--- src/rtl/fifo_sync_ctrl.sv ---
// fifo_sync_ctrl: single-clock FIFO pointer/flag controller for a dual-port memory
// Optional build macro FIFO_CTRL_ERR_FLAGS_EN enables sticky overflow/underflow flags.
// Ports: i_clk/i_rst (async active-high) clock and reset; i_wr_en/i_rd_en push/pop requests;
//        o_b_wr_ptr/o_b_rd_ptr binary pointers with wrap MSB; o_mem_wr_en/o_mem_rd_en gated
//        memory enables; o_full/o_empty/o_almost_full/o_almost_empty registered flags;
//        o_count occupancy; o_rd_valid read data valid; o_overflow/o_underflow sticky errors.
module fifo_sync_ctrl #(
   parameter int DEPTH     = 512,
   parameter int AF_THRESH = DEPTH - 4,
   parameter int AE_THRESH = 4
) (
   input  logic                     i_clk,
   input  logic                     i_rst,
   input  logic                     i_wr_en,
   input  logic                     i_rd_en,
   output logic [$clog2(DEPTH):0]   o_b_wr_ptr,
   output logic [$clog2(DEPTH):0]   o_b_rd_ptr,
   output logic                     o_mem_wr_en,
   output logic                     o_mem_rd_en,
   output logic                     o_full,
   output logic                     o_empty,
   output logic                     o_almost_full,
   output logic                     o_almost_empty,
   output logic [$clog2(DEPTH):0]   o_count,
   output logic                     o_rd_valid,
   output logic                     o_overflow,
   output logic                     o_underflow
);
   localparam int AW = $clog2(DEPTH);
   localparam int PW = AW + 1;
   logic [AW:0] r_wr_ptr, r_rd_ptr, r_count, w_cnt_nxt;
   logic        r_full, r_empty, r_afull, r_aempty, r_rd_valid;
   logic        w_wr_acc, w_rd_acc;
   assign w_wr_acc  = i_wr_en & ~r_full;
   assign w_rd_acc  = i_rd_en & ~r_empty;
   assign w_cnt_nxt = (w_wr_acc & ~w_rd_acc) ? r_count + PW'(1) :
                      (w_rd_acc & ~w_wr_acc) ? r_count - PW'(1) : r_count;
   // Flags are computed from the next count so they track the pointers with no lag.
   always_ff @(posedge i_clk or posedge i_rst) begin
      if (i_rst) begin
         r_wr_ptr   <= '0;
         r_rd_ptr   <= '0;
         r_count    <= '0;
         r_full     <= 1'b0;
         r_empty    <= 1'b1;
         r_afull    <= 1'b0;
         r_aempty   <= 1'b1;
         r_rd_valid <= 1'b0;
      end else begin
         if (w_wr_acc) r_wr_ptr <= r_wr_ptr + PW'(1);
         if (w_rd_acc) r_rd_ptr <= r_rd_ptr + PW'(1);
         r_count    <= w_cnt_nxt;
         r_full     <= w_cnt_nxt == PW'(DEPTH);
         r_empty    <= w_cnt_nxt == '0;
         r_afull    <= w_cnt_nxt >= PW'(AF_THRESH);
         r_aempty   <= w_cnt_nxt <= PW'(AE_THRESH);
         r_rd_valid <= w_rd_acc;
      end
   end
   // Count-derived flags must agree with the pointer relationship.
   always_ff @(posedge i_clk) begin
      if (!i_rst) begin
         assert (r_full == ((r_wr_ptr[AW] != r_rd_ptr[AW]) && (r_wr_ptr[AW-1:0] == r_rd_ptr[AW-1:0])));
         assert (r_empty == (r_wr_ptr == r_rd_ptr));
      end
   end
`ifdef FIFO_CTRL_ERR_FLAGS_EN
   logic r_ovf, r_unf;
   always_ff @(posedge i_clk or posedge i_rst) begin
      if (i_rst) begin
         r_ovf <= 1'b0;
         r_unf <= 1'b0;
      end else begin
         if (i_wr_en & r_full)  r_ovf <= 1'b1;
         if (i_rd_en & r_empty) r_unf <= 1'b1;
      end
   end
   assign o_overflow  = r_ovf;
   assign o_underflow = r_unf;
`else
   assign o_overflow  = 1'b0;
   assign o_underflow = 1'b0;
`endif
   assign o_b_wr_ptr     = r_wr_ptr;
   assign o_b_rd_ptr     = r_rd_ptr;
   assign o_mem_wr_en    = w_wr_acc;
   assign o_mem_rd_en    = w_rd_acc;
   assign o_full         = r_full;
   assign o_empty        = r_empty;
   assign o_almost_full  = r_afull;
   assign o_almost_empty = r_aempty;
   assign o_count        = r_count;
   assign o_rd_valid     = r_rd_valid;
endmodule

--- config.mk ---
export PLATFORM = sky130hd
export DESIGN_NAME = fifo_sync_ctrl
export DESIGN_NICKNAME = d
export VERILOG_FILES = /design/src/rtl/fifo_sync_ctrl.sv
export SDC_FILE = /design/constraint.sdc
export NUM_CORES = 1
export LEC_CHECK = 0
export CORE_ASPECT_RATIO = 1.25
export CORE_UTILIZATION = 40
export DETAILED_ROUTE_END_ITERATION = 6
export GPL_TIMING_DRIVEN = 0
export PLACE_DENSITY = 0.67
export SYNTH_ARGS = -nofsm -noshare
export SYNTH_HDL_FRONTEND = slang
export SYNTH_SLANG_ARGS = --single-unit
export TNS_END_PERCENT = 50
--- constraint.sdc ---
create_clock -name i_clk -period 3.5 [get_ports i_clk]
set_input_delay 0.7 -clock i_clk [delete_from_list [all_inputs] [get_ports i_clk]]
set_output_delay 0.7 -clock i_clk [all_outputs]
set_load 0.1 [all_outputs]
==> summary.md, run 1 <==
| Metric | Value |
|---|---|
| Synth top area share | 46.2% |
| Final slew viol count | 0 |
| Hold Path Origin | o_b_rd_ptr[9] |
| Sequential area share after synthesis | 49.2% |
| Initial antenna violation count | 0 |
| Crit-path most repeated cell | clkdlybuf4s50_1 |
| CP bufs+invs | 3 |
| Most used flip-flop cell after synthesis | dfrtp_1 |
| Die H | 76.7 um |
| RSZ-0062 raised after global routing | false |
| Core Area | 4200 sq um |
| Worst Hold Endpoint | o_b_rd_ptr[9] |
| Final Routed Wirelength | 3630 um |
| Max-slew headroom at the worst pin | 33.9% |
| Placed Cells | 262 |
| RD Place Congestion | 0.840 |
| Endpoints failing setup | 0 |
| M2 GR Usage | 30.1% |
| Clock Tree Buf Depth | 2 |
| Worst slew pin tran | 0.988 ns |
| Status | completed |
| Tot GR Track Use | 17.7% |
| Commonest non-fill, non-tap cell in the layout | clkdlybuf4s50_1 |
| Yosys warnings | 0 |
| Mean Syn Cell Area | 10.8 sq um |
| Tightest Hold Check Type | flip-flop to flip-flop |
| Post-Layout Cell Count | 270 |
| Filler cell count | 354 |
| Netlist Area Pre-Place | 1790 sq um |
| Top post-synthesis cells by area | dfrtp_1, xnor2_1, nand2_1 |
| Busiest layer in global routing | met2 |
| H-tree Lvls | 2 |
| Crit-path cells | clkdlybuf4s50_1, nand2b_4, inv_2, clkdlybuf4s50_1 |
| First-pass GRT wire length | 6180 um |
| Post-synthesis async set-or-reset flop share | 100% |
| RR Startpoint | o_empty |
| Final Hold Vio Count | 0 |
| Port Buffer Count | 40 |
| PostCTS Resize Cnt | 1 |
| Layout cell share with drive strength beyond 1 | 14.5% |
| Hold_buf cts | 0 |
| FF-to-FF End | o_empty |
| Fin nets | 221 |
| Global route overflow | 0 |
| Post-CTS setup buffer count | 0 |
| CP Max Fanout | 10 |
| Largest net degree at the start of global routing | 36 |
| TritonCTS Buffers | 5 |
| Vias in the first global route | 1385 |
| CP top delay family | buffers and inverters |
| Synthesized instance count | 165 |
| Fin crit share | 94.8% |
| Clk slew on worst S/H paths | 0.07 ns |
| Die W | 61.8 um |
| Vias | 1390 |
| Initial DRC count | 74 |
| Yosys cell types | 41 |
| Met1 usage | 20.0% |
| Clock Sinks | 35 |
| Post-route ant nets | 0 |
| CP Class | input port to output port |
| Critical path launch point type | input port |
| CP Capture Type | output port |
| Reg2reg path depth | 7 |
| DR WL/cell | 13.4 um |
| Crit path time final | 3.32 ns |
| CTS tree | built |
| Worst hold path depth | 1 |
| Number of remaining DRC errors | 0 |
| Required @ worst endpoint | 2.80 ns |
| Crit path DAT | 2.62 ns |
| Max Freq | 301 MHz |
| Most frequent cells in the layout | clkdlybuf4s50_1, dfrtp_1, nand2_1 |
| Clk_skew | 0.00305 ns |
| Area leader, netlist | dfrtp_1 |
| Met3 usage | 5.73% |
| CP max stage delay | 1.17 ns |
| FP Rows | 26 |
| I/O pin count | 43 |
| Post-Route Setup TNS | 0 ns |
| Diode count | 0 |
| Max Cap Violations | 0 |
| FF+latch count, synth | 35 |
| Drt first pass iters | 4 |
| Die area | 4740 sq um |
| Clk Latency, worst-skew pair | 0.28 ns |
| CP max-delay cell | clkdlybuf4s50_1 |
| P&R area growth vs syn | 31.0% |
| Initial Utilization | 42.6% |
| DPL Wire Length | 2760 um |
| Root Buffer | clkbuf_8 |
| EDFF count, synth | 0 |
| Drt via density | 5.15 |
| R2r setup slk | 1.27 ns |
==> worst max-delay path by stage <==
stage                        from           to  slack (ns)  cells after the start
final                     i_wr_en  o_mem_wr_en        0.18                      4
after CTS                 i_wr_en  o_mem_wr_en        0.18                      4
after floorplan            o_full       o_full        0.61                      7
after global placement    i_rd_en  o_mem_rd_en       -0.05                      6
after detailed placement  i_rd_en  o_mem_rd_en       -0.05                      6
after global routing      i_wr_en  o_mem_wr_en        0.14                      4
==> Yosys cell counts (all sizes together), types with 3 or more instances <==
master	instances
xor2	10
nand3	5
nand4	12
nor2	9
dfrtp	33
ha	4
inv	9
nand2	24
buf	7
nor3	3
xnor2	19
==> cell families after synthesis <==
| family | synth area share [%] |
|---|---|
| xor+xnor | 14.6 |
| buf+inv | 5.46 |
| mux | 0.560 |
| compound gates | 5.32 |
| fa+ha+maj | 2.80 |
| other cells | 0.210 |
| flops | 49.2 |
| simple gates | 21.8 |
==> flip-flops by register name (all words and copies together), names as in the netlist <==
| signal | cells |
|---|---|
| o_almost_empty | 1 |
| o_full | 1 |
| o_b_wr_ptr | 10 |
| o_rd_valid | 1 |
| o_almost_full | 1 |
| o_count | 10 |
| o_empty | 1 |
| o_b_rd_ptr | 10 |
==> metal layers <==
metal	wire [um]	part of all wire, %	vias to the layer above
met1	1400	39	680
li1	-	-	656
met2	2000	55	50
met3	176	4.9	4
met4	41	1.1	0
met5	0	0	-
==> metrics by stage <==
stage          utilization, %  setup WS [ns]  instance area, sq um  hold slack (ns)
2_1_floorplan               -          0.610                  1790            0.853
3_3_place_gp             53.9        -0.0452                  2260            0.461
3_5_place_dp             53.9        -0.0531                  2260            0.461
4_1_cts                  55.8          0.176                  2340            0.475
5_1_grt                  55.8          0.143                  2340            0.491
6_report                 55.8          0.183                  2340            0.471
==> layout make-up <==
cell class                      instances  area [sq um]  share of cell area (%)
Inverter                                9          36.3                    1.55
Clock inverter                          1          5.00                   0.214
Tap cell                               56          70.1                    2.99
Sequential cell                        35           878                    37.5
Multi-Input combinational cell        115           815                    34.8
Buffer                                  7          61.3                    2.62
Timing Repair Buffer                   40           399                    17.0
Clock buffer                            7          76.3                    3.26
==> worst register-to-register path, delay by kind of cell, from the launching register on <==
kind	cells	cell delay [ns]
and+or+nand+nor	4	1.09
xor gates and xnor gates	1	0.15
DFF	1	0.53
buffers and inverters	1	0.12
AOI/OAI and AO/OA	1	0.25
Power of run 1 is left out: the tool's default activity adds up to more than one toggle a clock period on the data nets, which glitch-free logic cannot reach.
==> run 2: changes to the inputs <==
ABC_AREA = 1   (was not set)
PLACE_DENSITY = 0.66   (was 0.67)
==> run 2 against run 1 <==
Compared with the run above:
- sequential share of layout area fell by 2.2 points
- final cell count is 26% higher
- clock-buffer cell count decreased by 2
- cell area is 6.3% higher
- area after synthesis increased by 6.3%
- worst setup slack got worse by 0.083 ns
- synthesized cell count rose by 41%
- critical path depth did not move
- first-iteration DRC count is 23% lower
- core utilization down 0.40 points
- routed wire length grew 4.1%
- non-clock buffer count is 5 lower
- critical endpoint is now o_mem_rd_en
- largest cell class is now multi-input gates
==> summary.md, run 2 <==
| Metric | Value |
|---|---|
| Crit-path most repeated cell | clkdlybuf4s50_1 |
| PostCTS Resize Cnt | 0 |
| Synth top area share | 43.5% |
| FP Rows | 27 |
| Post-CTS setup buffer count | 0 |
| Required @ worst endpoint | 2.80 ns |
| Vias in the first global route | 1513 |
| Clk slew on worst S/H paths | 0.08 ns |
| P&R area growth vs syn | 31.0% |
| Final slew viol count | 0 |
| Port Buffer Count | 40 |
| Final Routed Wirelength | 3780 um |
| Number of remaining DRC errors | 0 |
| Yosys warnings | 0 |
| CTS tree | built |
| Die area | 5030 sq um |
| Placed Cells | 331 |
| Final Hold Vio Count | 0 |
| Critical path launch point type | input port |
| Most frequent cells in the layout | nand2_1, clkdlybuf4s50_1, dfrtp_1 |
| Global route overflow | 0 |
| I/O pin count | 43 |
| Hold_buf cts | 0 |
| CP max stage delay | 1.19 ns |
| Initial antenna violation count | 0 |
| DPL Wire Length | 2850 um |
| CP max-delay cell | clkdlybuf4s50_1 |
| CP Capture Type | output port |
| Fin crit share | 97.2% |
| Largest net degree at the start of global routing | 36 |
| Post-Route Setup TNS | 0 ns |
| Core Area | 4490 sq um |
| Die W | 63.6 um |
| H-tree Lvls | 2 |
| Most common cell in the netlist | nand2_1 |
| Clk Latency, worst-skew pair | 0.29 ns |
| Max-slew headroom at the worst pin | 34.4% |
| Crit path time final | 3.40 ns |
| Top post-synthesis cells by area | dfrtp_1, nand2_1, xor2_1 |
| Register area | 878 sq um |
| Endpoints failing setup | 0 |
| Initial Utilization | 42.3% |
| Area of the multi-input gates | 886 sq um |
| Post-synthesis async set-or-reset flop share | 100% |
| CP Max Fanout | 6 |
| Vias | 1581 |
| EDFF count, synth | 0 |
| RD Place Congestion | 0.811 |
| Area leader, netlist | dfrtp_1 |
| Post-route ant nets | 0 |
| Layout cell share with drive strength beyond 1 | 11.4% |
| Netlist Area Pre-Place | 1900 sq um |
| Max Freq | 294 MHz |
| First-pass GRT wire length | 6610 um |
| Fin nets | 288 |
| Root Buffer | clkbuf_8 |
| CP startpoint | i_rd_en |
| RR Startpoint | o_count[0] |
| FF+latch count, synth | 35 |
| Drt via density | 4.66 |
| Drt first pass iters | 4 |
| Die H | 79.0 um |
| Crit path DAT | 2.70 ns |
| Post-Layout Cell Count | 339 |
| Crit-path cells | clkdlybuf4s50_1, inv_2, nor2_4, clkdlybuf4s50_1 |
| Hold Path Origin | o_b_wr_ptr[9] |
| Filler cell count | 432 |
| Most used flip-flop cell after synthesis | dfrtp_1 |
| Clk_skew | 0.00728 ns |
| Tightest Hold Check Type | flip-flop to flip-flop |
| Yosys cell types | 25 |
| RSZ-0062 raised after global routing | false |
| CP Class | input port to output port |
| Commonest cells post-synth | nand2_1, dfrtp_1, inv_1 |
| Max Cap Violations | 0 |
| Tot GR Track Use | 16.9% |
| Clock Sinks | 35 |
| Initial DRC count | 57 |
| TritonCTS Buffers | 5 |
| DR WL/cell | 11.1 um |
| Sequential area share after synthesis | 46.2% |
| Synthesized instance count | 232 |
| Mean Syn Cell Area | 8.19 sq um |
| Commonest non-fill, non-tap cell in the layout | nand2_1 |
| Clock Tree Buf Depth | 2 |
| Diode count | 0 |
| Worst slew pin tran | 0.982 ns |
| Status | completed |
[run 2: layer usage]
layer | vias up | part of all wire [%] | track usage, %
met5 | - | 0 | 0
met4 | 0 | 2.2 | 8.41
met3 | 10 | 4.7 | 3.30
met2 | 45 | 49 | 28.2
met1 | 718 | 45 | 20.6
li1 | 808 | - | -
[run 2: worst max-delay path, delay by kind of cell]
kind | cells | cell delay, ns
and+or+nand+nor | 1 | 0.24
buffers and inverters | 3 | 1.76
[run 2: worst paths after layout]
| kind | depth (start not counted) | slack [ns] | to |
|---|---|---|---|
| worst max-delay path | 4 | 0.1 | o_mem_rd_en |
| worst min-delay path | 1 | 0.48 | o_b_wr_ptr[9] |
| worst max register to register | 11 | 1.83 | o_empty |
| worst min register to register | 1 | 0.48 | o_b_wr_ptr[9] |
| max in group asynchronous | 2 | 2.18 | o_b_rd_ptr[5] |
| min in group asynchronous | 2 | 0.86 | o_count[2] |
[run 2: cells by family after synthesis]
family / count (synthesis) / share of synthesized area [%]
AOI/OAI and AO/OA: 5 / 1.45
xor gates and xnor gates: 19 / 8.76
adders and majority gates: 4 / 2.64
buffers and inverters: 35 / 7.31
DFF: 35 / 46.2
other: 1 / 0.197
and+or+nand+nor: 133 / 33.4
[run 2: cell type report]
type / instances / share of cell area [%]
Buffer: 2 / 0.603
Inverter: 33 / 4.98
Tap cell: 58 / 2.92
Multi-Input combinational cell: 163 / 35.6
Timing Repair Buffer: 40 / 16.1
Clock buffer: 5 / 2.77
Clock inverter: 3 / 1.76
Sequential cell: 35 / 35.3
[run 2: metrics by stage]
step	instance area, sq um	hold slack, ns	setup slack (ns)	util (%)
2_1_floorplan	1900	0.853	1.13	-
3_3_place_gp	2380	0.464	0.107	52.9
3_5_place_dp	2380	0.473	0.0935	52.9
4_1_cts	2490	0.484	0.0920	55.4
5_1_grt	2490	0.515	0.0519	55.4
6_report	2490	0.478	0.0996	55.4
Power of run 2 is left out for the same reason.
==> RTL edit 1, RTL diff (flow settings as in run 2) <==
Set the parameter `DEPTH` to 2048 (it was 512).
--- a/src/rtl/fifo_sync_ctrl.sv
+++ b/src/rtl/fifo_sync_ctrl.sv
@@ -6,5 +6,5 @@
 //        o_count occupancy; o_rd_valid read data valid; o_overflow/o_underflow sticky errors.
 module fifo_sync_ctrl #(
-   parameter int DEPTH     = 512,
+   parameter int DEPTH     = 2048,
    parameter int AF_THRESH = DEPTH - 4,
    parameter int AE_THRESH = 4
Interface: changed (resized o_b_rd_ptr, o_b_wr_ptr and o_count); port bits go from 43 to 49. The function was not compared with the original's and may differ.
==> RTL edit 1 against run 2 <==
The flow now finishes with violations (DRC); core utilization decreased by 2.4 points; routed wire length increased by 33%; count of clock-buffer cells in the layout unchanged; cell area increased by 23%; sequential cell count increased by 6; sequential share of layout area decreased by 1.7 points; area after synthesis increased by 26%; setup slack improved by 0.079 ns; global-route usage increased by 0.92 points; critical path type unchanged; critical endpoint is now o_mem_wr_en; highest routed layer unchanged.
==> RTL edit 1: results (changes against run 2) <==
Worst Reg2Reg Path Length in Cells=10 (-1); most used standard cells in the synthesized netlist=sky130_fd_sc_hd__nand2_1, sky130_fd_sc_hd__dfrtp_1, sky130_fd_sc_hd__inv_1; I/O Buffers=46 (+15%); relative area of non-clock buffer cells in the final design=16.03% (-0.67 points); Achievable Freq=0.3011 GHz (+2.4%); setup slack after placement=0.1627 ns (+0.06921 ns); result of the run=finished with violations; register-to-register setup slack=1.64 ns (-0.19 ns); footprint of the flip-flops and latches=1028 um^2 (+17%); fraction of final layout cells with drive strength greater than 1=17.00% (+5.6 points); largest clock skew in the final design=0.009481 ns (+0.002197 ns); Die Outline Area=6312 um^2 (+25%); top fanout value on the critical path=8 (+2); source-to-sink clock delay at the later pin of the worst-skew pair=0.30 ns; Non-CTS inverters=42 (+27%); capture instance of the worst register-to-register path=o_almost_empty; count of buffers not belonging to the clock network in the layout=49 (+17%); worst setup path start=i_wr_en; delay of the slowest cell on the worst path=1.15 ns (-0.04 ns); cell with the largest stage delay on the worst path=sky130_fd_sc_hd__clkdlybuf4s50_1; normalized max-slew margin=34.18% (-0.17 points); number of fillers in the final layout=546 (+26%); first-pass GRT wire length=8.583 mm (+30%); worst flop-to-flop path startpoint=o_count[0]; multi-input gate share of the layout cell area=38.76% (+3.2 points); instance area at placement=2945 um^2 (+24%); cell leakage power=1.500 nW; number of global-route vias before repair=1,908 (+26%); DRT iter0 DRCs=60 (+5.3%); GPL Wtd Cong=0.8207 (+1.2%); clock-cell share of area=3.761% (-0.76 points); overall track demand over capacity in global routing=17.82% (+0.92 points); largest net degree at the start of global routing=42 (+17%); area delta synth->final=27.60%; multi-input gates=207 (+27%); Hold Worst Slack=0.4914 ns (+0.01388 ns); WL per Instance=12.18 um (+9.3%); worst endpoint data arrival time=2.62 ns (-0.08 ns); DPL Wire Length=3.864 mm (+35%); timing endpoint of the critical path=o_mem_wr_en; via-per-instance ratio=4.780 (+2.5%); total number of yosys warnings=0 (unchanged); post-route insts no fill=413 (+22%); count of cells resized by post-cts repair=0 (unchanged); leading post-synthesis cells by cell area=sky130_fd_sc_hd__dfrtp_1, sky130_fd_sc_hd__nand2_1, sky130_fd_sc_hd__nand3_1; distinct cell type count after synthesis=29 (+16%); Net count, final=354 (+23%); per-instance average area after synthesis=8.214 um^2 (+0.34%); total clock sinks=41 (+17%); DRC violations left=7 (+7); iteration count of the initial detailed-routing pass=6 (+2); sequential fraction of the synthesis area=42.88% (-3.4 points); failing checks=DRC
-- RTL edit 1: metal layers --
metal / vias to the layer above / GRT usage [%] / wire [um]
met5: - / 0 / 0
met4: 0 / 7.273 / 94
met3: 8 / 4.100 / 207
met2: 45 / 33.42 / 2641
met1: 920 / 19.32 / 2085
li1: 1001 / - / -
-- RTL edit 1: logic make-up (layout without fill, tap and decap cells) --
family                     after synthesis  after routing  synth area share [%]
DFF                                     41             41                 42.88
AOI/OAI and AO/OA                        3              3                0.6258
buffers and inverters                   45             99                 7.824
other                                    1              2                0.1563
xor gates and xnor gates                22             22                 8.034
adders and majority gates                4              4                 2.087
and+or+nand+nor                        176            176                 38.39
-- RTL edit 1: power by group --
part | internal, mW | total [mW] | switching, mW
registers | 0.607 | 0.790 | 0.183
clock network | 0.213 | 0.385 | 0.172
logic | 0.445 | 1.88 | 1.44
==> RTL edit 2, RTL diff (config.mk and constraints of run 2) <==
Made on the original files. Register the output `o_count` once more, with the module's reset; this adds one clock of latency there. The other outputs are not delayed to match.
--- a/src/rtl/fifo_sync_ctrl.sv
+++ b/src/rtl/fifo_sync_ctrl.sv
@@ -90,5 +90,11 @@
    assign o_almost_full  = r_afull;
    assign o_almost_empty = r_aempty;
-   assign o_count        = r_count;
+   always_ff @(posedge i_clk or posedge i_rst) begin
+      if (i_rst) begin
+         o_count <= '0;
+      end else begin
+         o_count <= r_count;
+      end
+   end
    assign o_rd_valid     = r_rd_valid;
 endmodule
Formal check against the unedited RTL: not equivalent (a bounded check fails within 4 cycles, from zero or initial values and one cycle with i_rst high).
==> RTL edit 2 against run 2 <==
Non-clock buffer count grew 1; area after synthesis grew 16%; cell area grew 13%; sequential cell count rose by 10; critical path type unchanged; worst hold slack worse by 0.068 ns; setup slack improved by 0.0079 ns; highest routed layer unchanged; routed wire length grew 14%.
Power is left out: the tool's default activity adds up to more than one toggle a clock period on the data nets, which glitch-free logic cannot reach.
==> RTL edit 2: results (changes against run 2) <==
result of the run=complete, no violations; per-instance average area after synthesis=8.674 um^2 (+6.0%); source-to-sink clock delay at the later pin of the worst-skew pair=0.30 ns; overall track demand over capacity in global routing=17.43% (+0.52 points); count of cells resized by post-cts repair=0 (unchanged); total number of vias=1,762 (+11%); number of antenna violations at the first check in global routing=0 (unchanged); most used standard cells in the synthesized netlist=sky130_fd_sc_hd__nand2_1, sky130_fd_sc_hd__dfrtp_1, sky130_fd_sc_hd__inv_1; cell with the largest stage delay on the worst path=sky130_fd_sc_hd__clkdlybuf4s50_1; clock root cell=sky130_fd_sc_hd__clkbuf_8; largest net degree at the start of global routing=25 (-31%); worst-margin pin slew=0.9745 ns (-0.007007 ns); path category of the worst min-delay check=flip-flop to flip-flop; H-tree lvl count=2 (unchanged); iteration count of the initial detailed-routing pass=4 (unchanged); DPL Wire Length=3.321 mm (+16%); number of synthesized flops with an enable pin=0 (unchanged); total number of yosys warnings=0 (unchanged); # placed instances=357 (+7.9%); via-per-instance ratio=4.827 (+3.5%); DRT iter0 DRCs=72 (+26%); distinct cell type count after synthesis=25 (unchanged); top fanout value on the critical path=10 (+4); Net count, final=310 (+7.6%); first-pass GRT wire length=7.617 mm (+15%); setup slack after placement=0.1097 ns (+0.01623 ns); drt total wl=4.312 mm (+14%); worst endpoint data arrival time=2.69 ns (about the same); I/O Buffers=40 (unchanged); biggest area consumer among synthesized cells=sky130_fd_sc_hd__dfrtp_1; instance area at placement=2704 um^2 (+14%); fraction of final layout cells with drive strength greater than 1=10.23% (-1.2 points); clk slew on worst S/H paths=0.07 ns; sequential fraction of the synthesis area=51.43% (+5.2 points); number of buffers inserted to repair setup after CTS=0 (unchanged); largest clock skew in the final design=0.008131 ns (+0.0008463 ns); number of clock buffers inserted by TritonCTS=5 (unchanged); leading post-synthesis cells by cell area=sky130_fd_sc_hd__dfrtp_1, sky130_fd_sc_hd__nand2_1, sky130_fd_sc_hd__nand3_1; GPL Wtd Cong=0.8906 (+9.8%); async set or reset register ratio after synthesis=100.0% (unchanged); number of diodes added for antenna fixing=0 (unchanged)
==> RTL edit 2: changes by cell type after synthesis, sizes merged, moves of 2 or more <==
cell	run 2	this run
xor2	15	12
inv	33	35
nand3b	2	4
nand2	72	80
xnor2	4	6
dfrtp	33	43
==> RTL edit 2: layout make-up <==
cell class	count	area (um^2)
buffer	2	15.01
clock buffer	7	96.34
clock inverter	1	5.005
fill	499	2384
inverter	35	131.4
multi-input combinational	172	923.4
sequential	45	1129
tap	62	77.57
timing repair buffer	41	427.9
==> RTL edit 2: final timing paths <==
path	from	to	slack [ns]	cells after the start
setup / recovery	i_wr_en	o_mem_wr_en	0.11	4
hold / removal	r_count[9]	o_count[9]	0.41	0
setup reg to reg	r_count[0]	o_almost_empty	1.64	12
hold reg to reg	r_count[9]	o_count[9]	0.41	0
max in group asynchronous	i_rst	r_count[3]	2.28	3
min in group asynchronous	i_rst	o_b_wr_ptr[9]	0.74	2
==> RTL edit 2: critical path: cells and delay by family <==
kind	cells	cell delay (ns)
buffers and inverters	3	1.77
and+or+nand+nor	1	0.21
==> RTL edit 2: through the flow <==
stage | hold WS [ns] | util [%]
2_1_floorplan | 0.3739 | -
3_3_place_gp | 0.4000 | 51.58
3_5_place_dp | 0.4009 | 52.11
4_1_cts | 0.4187 | 54.06
5_1_grt | 0.4245 | 54.06
6_report | 0.4094 | 54.06
==> RTL edit 2: routing by layer <==
layer / global-route usage, % / part of all wire (%) / vias to the layer above
met2: 30.21 / 52 / 39
met4: 7.386 / 2.3 / 0
li1: - / - / 874
met5: 0 / 0 / -
met1: 19.81 / 42 / 839
met3: 4.032 / 3.5 / 10
==> RTL edit 2: logic make-up after synthesis <==
family	synth area share, %
simple gates	31.59
xor+xnor	7.184
other cells	0.1709
compound gates	0.6840
fa+ha+maj	2.281
buf+inv	6.670
flops	51.43
